## src/rtl/data_mem_ctrl.sv

```systemverilog
// data_mem_ctrl: load/store sequencer between the execute stage and a synchronous
// data memory port. It takes one request at a time and rejects misaligned or illegal
// ops without touching memory. Stores get byte enables and lane-replicated write data.
// Accesses that never see Mem_Ack are abandoned after TIMEOUT_CYCLES cycles.
// Loads return the raw word plus the byte offset and op for the extraction stage.
//
// Ports:
//   Clk, Reset            clock, synchronous active-high reset
//   Req_Valid/Req_Ready   request handshake (accepted when both high)
//   Mem_Write, Lw_Sw_OP,  request: store flag, funct3, byte address, store operand
//   Addr, Store_Data
//   Rsp_Valid, Rsp_Data,  one-cycle response with raw word, latched Addr[1:0]/op,
//   Rsp_Byte_Loc,         alignment/illegal-op fault and timeout fault flags
//   Rsp_Lw_Sw_OP,
//   Misalign, Bus_Err
//   Busy                  high whenever not idle
//   Mem_Req, Mem_We,      memory request side, held stable until Mem_Ack
//   Mem_Addr, Mem_Be,
//   Mem_Wdata
//   Mem_Ack, Mem_Rdata    memory completion pulse and read data
module data_mem_ctrl #(
    parameter int unsigned TIMEOUT_CYCLES = 16
) (
    input  logic        Clk,
    input  logic        Reset,
    input  logic        Req_Valid,
    output logic        Req_Ready,
    input  logic        Mem_Write,
    input  logic [2:0]  Lw_Sw_OP,
    input  logic [31:0] Addr,
    input  logic [31:0] Store_Data,
    output logic        Rsp_Valid,
    output logic [31:0] Rsp_Data,
    output logic [1:0]  Rsp_Byte_Loc,
    output logic [2:0]  Rsp_Lw_Sw_OP,
    output logic        Misalign,
    output logic        Bus_Err,
    output logic        Busy,
    output logic        Mem_Req,
    output logic        Mem_We,
    output logic [31:0] Mem_Addr,
    output logic [3:0]  Mem_Be,
    output logic [31:0] Mem_Wdata,
    input  logic        Mem_Ack,
    input  logic [31:0] Mem_Rdata
);

    // Counter value seen in the last permitted ACCESS cycle.
    localparam logic [7:0] LastCnt = 8'(TIMEOUT_CYCLES - 1);

    typedef enum logic [1:0] {StIdle, StAccess, StResp} state_e;

    state_e      state_q, state_d;
    logic        we_q, we_d;
    logic [2:0]  op_q, op_d;
    logic [31:0] addr_q, addr_d;
    logic [31:0] sdata_q, sdata_d;
    logic [7:0]  cnt_q, cnt_d;
    logic [31:0] rdata_q, rdata_d;
    logic        mis_q, mis_d;
    logic        berr_q, berr_d;

    logic        fault;
    logic [3:0]  lane_be;
    logic [31:0] lane_wdata;

    // State and latch registers.
    always_ff @(posedge Clk) begin
        if (Reset) begin
            state_q <= StIdle;
            we_q    <= 1'b0;
            op_q    <= 3'b000;
            addr_q  <= 32'h0;
            sdata_q <= 32'h0;
            cnt_q   <= 8'h0;
            rdata_q <= 32'h0;
            mis_q   <= 1'b0;
            berr_q  <= 1'b0;
        end else begin
            state_q <= state_d;
            we_q    <= we_d;
            op_q    <= op_d;
            addr_q  <= addr_d;
            sdata_q <= sdata_d;
            cnt_q   <= cnt_d;
            rdata_q <= rdata_d;
            mis_q   <= mis_d;
            berr_q  <= berr_d;
        end
    end

    // Alignment and legality of the incoming request. Loads allow 000/001/010/100/101;
    // stores allow only 000/001/010.
    always_comb begin
        fault = 1'b0;
        case (Lw_Sw_OP)
            3'b000:  fault = 1'b0;
            3'b001:  fault = Addr[0];
            3'b010:  fault = |Addr[1:0];
            3'b100:  fault = Mem_Write;
            3'b101:  fault = Mem_Write | Addr[0];
            default: fault = 1'b1;
        endcase
    end

    // Next-state and latch updates.
    always_comb begin
        state_d = state_q;
        we_d    = we_q;
        op_d    = op_q;
        addr_d  = addr_q;
        sdata_d = sdata_q;
        cnt_d   = cnt_q;
        rdata_d = rdata_q;
        mis_d   = mis_q;
        berr_d  = berr_q;
        case (state_q)
            StIdle: begin
                if (Req_Valid) begin
                    we_d    = Mem_Write;
                    op_d    = Lw_Sw_OP;
                    addr_d  = Addr;
                    sdata_d = Store_Data;
                    cnt_d   = 8'h0;
                    rdata_d = 32'h0;
                    berr_d  = 1'b0;
                    mis_d   = fault;
                    state_d = fault ? StResp : StAccess;
                end
            end
            StAccess: begin
                cnt_d = cnt_q + 8'h1;
                // Ack takes priority over an expiring counter.
                if (Mem_Ack) begin
                    rdata_d = we_q ? 32'h0 : Mem_Rdata;
                    state_d = StResp;
                end else if (cnt_q == LastCnt) begin
                    rdata_d = 32'h0;
                    berr_d  = 1'b1;
                    state_d = StResp;
                end
            end
            StResp: begin
                state_d = StIdle;
            end
            default: begin
                state_d = StIdle;
            end
        endcase
    end

    // Byte-lane steering from the latched request. Only legal store ops reach ACCESS,
    // so op_q[1:0] alone selects the width.
    always_comb begin
        lane_be    = 4'b1111;
        lane_wdata = 32'h0;
        if (we_q) begin
            case (op_q[1:0])
                2'b00: begin
                    lane_be    = 4'b0001 << addr_q[1:0];
                    lane_wdata = {4{sdata_q[7:0]}};
                end
                2'b01: begin
                    lane_be    = addr_q[1] ? 4'b1100 : 4'b0011;
                    lane_wdata = {2{sdata_q[15:0]}};
                end
                default: begin
                    lane_be    = 4'b1111;
                    lane_wdata = sdata_q;
                end
            endcase
        end
    end

    // Outputs. Memory-side buses are forced to zero outside ACCESS so nothing stale
    // leaks onto the port; response flags are qualified by Rsp_Valid.
    always_comb begin
        Req_Ready    = (state_q == StIdle);
        Busy         = (state_q != StIdle);
        Mem_Req      = (state_q == StAccess);
        Mem_We       = Mem_Req & we_q;
        Mem_Addr     = Mem_Req ? {addr_q[31:2], 2'b00} : 32'h0;
        Mem_Be       = Mem_Req ? lane_be : 4'b0000;
        Mem_Wdata    = Mem_Req ? lane_wdata : 32'h0;
        Rsp_Valid    = (state_q == StResp);
        Rsp_Data     = Rsp_Valid ? rdata_q : 32'h0;
        Misalign     = Rsp_Valid & mis_q;
        Bus_Err      = Rsp_Valid & berr_q;
        Rsp_Byte_Loc = addr_q[1:0];
        Rsp_Lw_Sw_OP = op_q;
    end

endmodule

```

## config.mk

```make
export PLATFORM = sky130hd
export DESIGN_NAME = data_mem_ctrl
export DESIGN_NICKNAME = d
export VERILOG_FILES = /design/src/rtl/data_mem_ctrl.sv
export SDC_FILE = /design/constraint.sdc
export NUM_CORES = 1
export LEC_CHECK = 0
export BUFFER_PORTS_ARGS = -buffer_cell sky130_fd_sc_hd__buf_2
export CORE_MARGIN = 2
export CORE_UTILIZATION = 30
export DETAILED_ROUTE_END_ITERATION = 7
export PLACE_DENSITY = 0.58
export REMOVE_ABC_BUFFERS = 1
export SLEW_MARGIN = 20
export SYNTH_ARGS = -nofsm -noshare
export SYNTH_HDL_FRONTEND = slang
export SYNTH_SLANG_ARGS = --single-unit
export TNS_END_PERCENT = 100
```

## constraint.sdc

```tcl
create_clock -name Clk -period 1.5 [get_ports Clk]
set_input_delay 0 -clock Clk [delete_from_list [all_inputs] [get_ports Clk]]
set_output_delay 0 -clock Clk [all_outputs]
set_load 0.1 [all_outputs]
```

==> flow_summary.json, run 1 <==
{
  "pwr_density_cell_nw_per_um2": 679.6,
  "setup_violations": 178,
  "r2r_start": "state_q[1]",
  "drtIter0Drc": 310,
  "final_max_slew_viol_count": 0,
  "synthXorXnorAreaFrac_pct": 0,
  "skew_ns": 0.01174,
  "maxSlewHeadroom_pct": 63.07,
  "fin_setup_tns_ns": -17.62,
  "final_common_cell": "nand2_1",
  "fin_nets": 1185,
  "power.switching_uw": 2683,
  "row_count": 50,
  "switching_share_pct": 32.20,
  "worst-endpoint-required_ns": 1.50,
  "tightestPinTransition_ns": 0.5488,
  "p_leak_uw": 0.004959,
  "cp_max_fo": 8,
  "ant_nets": 0,
  "cts_tree": "built",
  "yosys.area_share.adder_pct": 0.2221,
  "clk_pin_slew_ns": 0.08,
  "hp-class": "in2reg",
  "holdWs_ns": 0.08083,
  "coreArea_sq_um": 18580,
  "via_per_inst": 5.319,
  "cp-end-kind": "primary output",
  "rsz0062_at_grt": "yes",
  "crit_path_frequent_cell": "buf_12",
  "status": "finished, violations left",
  "worstHoldStart": "Reset",
  "dieArea_sq_um": 19890,
  "drcViolationCount": 0,
  "num_vias": 7016,
  "min_delay_worst_endpoint": "rdata_q[29]",
  "drv_cap": 0,
  "cp-start-kind": "flip-flop",
  "antenna_found_initial": 1,
  "clock_path_buffers": 2,
  "overflow": 0,
  "p_comb_share_pct": 29.7,
  "hpwl_mm": 12.62,
  "htree_num_levels": 3,
  "io_pins": 216,
  "fin_crit_sh_pct": 111.8,
  "gp_congestion": 0.7976,
  "clock_latency_ns": 0.36,
  "grt_pass1_wl_mm": 36.74,
  "post-place-ws_ns": 0.03237,
  "synth_cell_type_count": 45,
  "crit_buf_inv": 2,
  "setup.worst_path.class": "reg2out",
  "period_minus_slack_ns": 1.677,
  "syn_inst": 727,
  "fp.dieW_microns": 141.0,
  "grt_pass1_vias": 6882,
  "hold_viol": 0,
  "cp_slowest_cell": "dfxtp_4",
  "fmax_ghz": 0.5962,
  "syn_area_per_cell_sq_um": 7.750,
  "power_frac_seq_pct": 39.2,
  "grt_max_degree": 63,
  "slowest_delay_ns": 0.41,
  "routed_wl_mm": 26.80,
  "cts_buffers": 9,
  "ir_worst_vdd_mv": 0.6151,
  "pwr-share-clk_pct": 31.1,
  "first_pass_iters": 4,
  "cts_root_buf": "clkbuf_16",
  "yosys_warnings": 0,
  "intPower_uw": 5649,
  "die-height_microns": 141.0,
  "fin_util_pct": 65.98,
  "final_cell_mix": "nand2_1, buf_12, dfxtp_1",
  "setup_slack_ns": -0.1773,
  "ys_seq_area_share_pct": 39.80,
  "min_path_cells": 4,
  "wire_per_inst_microns": 20.32,
  "syn_to_final_growth_pct": 117.6,
  "ys_seq_elements": 112,
  "reg2reg_depth": 7,
  "r2r_slack_ns": -0.16,
  "port_buffers": 213,
  "synthSimpleGateAreaFrac_pct": 29.09,
  "synth_top_family_by_area": "simple AND/OR/NAND/NOR gates",
  "crit_arrival_ns": 1.68,
  "netlist_area_sq_um": 5634,
  "numClockSinks": 112,
  "timing.rr.end": "addr_q[7]",
  "path_delay_family": "multiplexers",
  "path_cells": "buf_12 -> mux2_4 -> mux2i_2 -> nor2_2 -> buf_12",
  "violations": "negative setup slack",
  "synthMuxAreaShare_pct": 4.797,
  "n_antenna_cell": 0,
  "synth_compound_gate_area_share_pct": 19.99,
  "floorplan.initialDensity_pct": 30.32,
  "drive_gt1_share_pct": 49.03,
  "grt_use_total_pct": 23.36
}
## per-stage QoR
step	instances	total power (uW)	cell area (sq um)
2_1_floorplan	657	4000	5313
3_3_place_gp	1135	4695	8747
3_5_place_dp	1135	4713	8747
4_1_cts	1289	7962	11420
5_1_grt	1319	8620	12260
6_report	1319	8332	12260
## power groups by stage
stage | Clock [uW] | Combinational (uW) | Sequential, uW
6_report | 2590 | 2480 | 3260
5_1_grt | 2760 | 2580 | 3280
4_1_cts | 2650 | 2080 | 3240
3_5_place_dp | 0 | 1440 | 3270
3_3_place_gp | 0 | 1430 | 3270
2_1_floorplan | 0 | 661 | 3340
## sequential cells by signal, indices dropped and copies added (netlist names)
name / flops
sdata_q: 32
rdata_q: 32
we_q: 1
state_q: 2
mis_q: 1
cnt_q: 8
addr_q: 32
berr_q: 1
Rsp_Lw_Sw_OP: 3
## metal layers
| layer | vias to the layer above | share of wire [%] | global-route usage, % |
|---|---|---|---|
| met5 | - | 0 | 0 |
| met4 | 0 | 3.3 | 8.000 |
| met3 | 64 | 7.4 | 7.880 |
| met2 | 319 | 50 | 40.31 |
| met1 | 3417 | 39 | 27.17 |
| li1 | 3216 | - | - |
## synth_stat cells (all sizes together)
cell    count  share of area (%)
nand2     181                 12
dfxtp     112                 40
a21oi      84                7.5
and2       65                7.2
clkbuf     51                3.4
nor2b      37                4.1
o211ai     34                4.5
a32oi      32                5.0
nor2       22                1.5
buf        20                2.4
mux2i      18                3.2
o21ai      14                1.2
and3        8               0.89
mux2        8                1.6
inv         4               0.27
nor3b       4               0.91
nand2b      3               0.47
nand3       3               0.27
o21bai      3               0.40
or4         3               0.47
nand3b      2               0.27
nor4        2               0.22
o311ai      2               0.31
or3         2               0.22
a221oi      1               0.16
a22oi       1               0.13
a31oi       1               0.11
conb        1              0.067
ha          1               0.22
nand4       1               0.11
nand4b      1               0.16
o211a       1               0.18
o21ba       1               0.18
o22ai       1               0.11
o31ai       1               0.13
or2         1               0.11
or3b        1               0.16
## worst register-to-register path: cells and delay by family (launching register included)
family	cells	cell delay [ns]
buffers and inverters	4	0.71
AND/OR/NAND/NOR	2	0.39
AO/OA/AOI/OAI	1	0.14
flip-flops	1	0.36
## worst max path at each step
stage	startpoint	endpoint	depth (start not counted)
after global routing	state_q[1]	Rsp_Data[11]	7
after CTS	Rsp_Lw_Sw_OP[0]	Mem_Wdata[28]	5
after floorplan	state_q[0]	Mem_Wdata[10]	4
after global placement	state_q[0]	sdata_q[27]	6
final	Rsp_Lw_Sw_OP[0]	Mem_Wdata[31]	5
after detailed placement	state_q[0]	cnt_q[7]	4
## final cells by class
cell class / instances / area, sq um
clock buffers: 9 / 225.2
clock inverters: 7 / 85.08
fillers: 1324 / 6321
inverters: 4 / 32.53
multi-input cells: 542 / 4026
flip-flops and latches: 112 / 2260
well taps: 234 / 292.8
repair buffers: 411 / 5338
## logic make-up after synthesis
logic type | Yosys count
flip-flops | 112
adder cells (fa/ha/maj) | 1
AND/OR/NAND/NOR | 336
multiplexers | 26
buffers and inverters | 75
other | 1
AO/OA/AOI/OAI | 176
## timing repair
item	4_1_cts	5_1_grt
buffers inserted	24	13
hold endpoints to repair	100	0
endpoints found under the setup margin	103	212
cloned	14	22
hold buffers	100	0
pin swaps	109	40
gates resized for setup	234	97
(Power assumes the default switching activity.)
==> run 2, diff against run 1 <==
Settings changed: CORE_ASPECT_RATIO from default to 1.75, GPL_TIMING_DRIVEN from default to 0.
==> run 2 against run 1 <==
Net effect:
- the flow still finishes with violations (negative setup slack)
- via count is 1.1% lower
- clock power is 11% lower
- total power is 7.6% lower
- largest cell class unchanged
- non-clock buffer count decreased by 12
- critical endpoint is now Mem_Addr[29]
- worst hold slack got worse by 0.063 ns
- count of clock-buffer cells in the layout unchanged
- routed wire length is 4.1% lower
- first-iteration DRC count up 16%
- sequential power is essentially flat
- sequential share of layout area grew 1.2 points
- fmax is 2.2% higher
==> flow_summary.json, run 2 (synthesis results as in run 1) <==
{
  "fin_nets": 1183,
  "fmax_ghz": 0.6094,
  "cp-end-kind": "primary output",
  "violations": "negative setup slack",
  "io_pins": 216,
  "worst-endpoint-required_ns": 1.50,
  "totalPowerFinal_uw": 7699,
  "min_path_cells": 2,
  "setup_slack_ns": -0.1411,
  "p_leak_uw": 0.004651,
  "status": "finished, violations left",
  "largest_registers": "addr_q x32, rdata_q x32, sdata_q x32",
  "via_per_inst": 5.251,
  "fillers": 1351,
  "grt_use_total_pct": 22.37,
  "drcViolationCount": 0,
  "rsz0062_at_grt": "yes",
  "cts_root_buf": "clkbuf_16",
  "fin_util_pct": 62.45,
  "htree_num_levels": 3,
  "tightestPinTransition_ns": 0.5658,
  "fin_cells": 1321,
  "numClockSinks": 112,
  "numPlacedInstances": 1121,
  "ir_worst_vdd_mv": 0.4796,
  "antenna_found_initial": 1,
  "fin_crit_sh_pct": 109.4,
  "coreArea_sq_um": 18500,
  "grt_pass1_vias": 6881,
  "row_count": 66,
  "num_vias": 6937,
  "maxSlewHeadroom_pct": 62.28,
  "dieArea_sq_um": 19940,
  "final_cell_mix": "nand2_1, buf_12, buf_2",
  "fin_setup_tns_ns": -10.54,
  "setup.worst_path.class": "reg2out",
  "reg2reg_depth": 4,
  "drive_gt1_share_pct": 45.10,
  "pwr_density_cell_nw_per_um2": 666.4,
  "period_minus_slack_ns": 1.641,
  "final_common_cell": "nand2_1",
  "grt_max_degree": 77,
  "cp_max_fo": 6,
  "setup_violations": 134,
  "hp-class": "in2reg",
  "drv_cap": 0,
  "clk_pin_slew_ns": 0.08,
  "r2r_slack_ns": -0.12,
  "grt_pass1_wl_mm": 35.22,
  "fp.dieW_microns": 107.6,
  "wire_per_inst_microns": 19.46,
  "floorplan.initialDensity_pct": 30.46,
  "skew_ns": 0.01222,
  "overflow": 0,
  "crit_arrival_ns": 1.64,
  "port_buffers": 213,
  "post-place-ws_ns": -1.604,
  "clock_path_buffers": 2,
  "die-height_microns": 185.3,
  "clock_latency_ns": 0.35,
  "ant_nets": 0,
  "routed_wl_mm": 25.71,
  "cts_tree": "built",
  "syn_to_final_growth_pct": 105.0,
  "gp_congestion": 0.7798,
  "cts_buffers": 9,
  "cp-start-kind": "flip-flop",
  "final_max_slew_viol_count": 0,
  "first_pass_iters": 5,
  "hpwl_mm": 12.05,
  "hold_viol": 0,
  "drtIter0Drc": 360
}
[run 2: changes by cell type in the layout (fill, tap and decap cells not counted), moves of 8 or more]
cell	delta
buf_12	-9
clkbuf_16	-11
nand2_4	-8
buf_16	-10
buf_4	+29
a21oi_2	-13
a21oi_1	+15
nand2_2	-9
buf_6	-13
nand2_1	+17
[run 2: power by group]
group	internal [uW]	leakage, uW	switching, uW	total [uW]
combinational	961	0.00360	1170	2130
clock	1130	0.000128	1180	2310
sequential	3110	0.000920	142	3250
[run 2: what timing repair did]
item | CTS | global route
setup endpoints to repair | 216 | 181
endpoints found under the hold margin | 100 | 0
hold buffers | 100 | 0
gates cloned | 9 | 9
pin swaps | 25 | 40
resized for setup | 515 | 143
buffers inserted | 37 | 29
[run 2: final timing paths]
check,start,to
setup reg to reg,state_q[1],cnt_q[3]
hold reg to reg,addr_q[21],addr_q[21]
hold / removal,Reset,addr_q[13]
setup / recovery,state_q[1],Mem_Addr[29]
[run 2: final cells by class]
class	instances	area (sq um)	area share, %
Timing Repair inverter	7	91.34	0.7906
Clock buffer	9	225.2	1.950
Clock inverter	6	46.29	0.4007
Timing Repair Buffer	399	4691	40.60
Sequential cell	112	2270	19.65
Inverter	4	33.78	0.2924
Antenna cell	1	2.502	0.02166
Tap cell	238	297.8	2.578
Multi-Input combinational cell	545	3895	33.72
[run 2: per-stage QoR]
stage | hold WS, ns | cell area [sq um]
detailed placement | 0.2467 | 6943
CTS | 0.003909 | 10460
floorplan | 0.06244 | 5313
global placement | 0.2407 | 6676
global route | 0.02706 | 11550
finish | 0.01763 | 11550
[run 2: critical path: stages, from the launching register on]
cell,delay (ns)
dfxtp_4,0.40
nand2b_4,0.25
buf_12,0.23
inv_8,0.06
and2_4,0.17
buf_12,0.16
[run 2: routing by layer]
metal  GRT usage (%)  vias up  wire length, microns
met5               0        -                     0
met4           11.44        0                  1210
met3           4.082       86                  1546
met2           42.36      328                 14200
met1           22.86     3323                  8758
li1                -     3200                     -
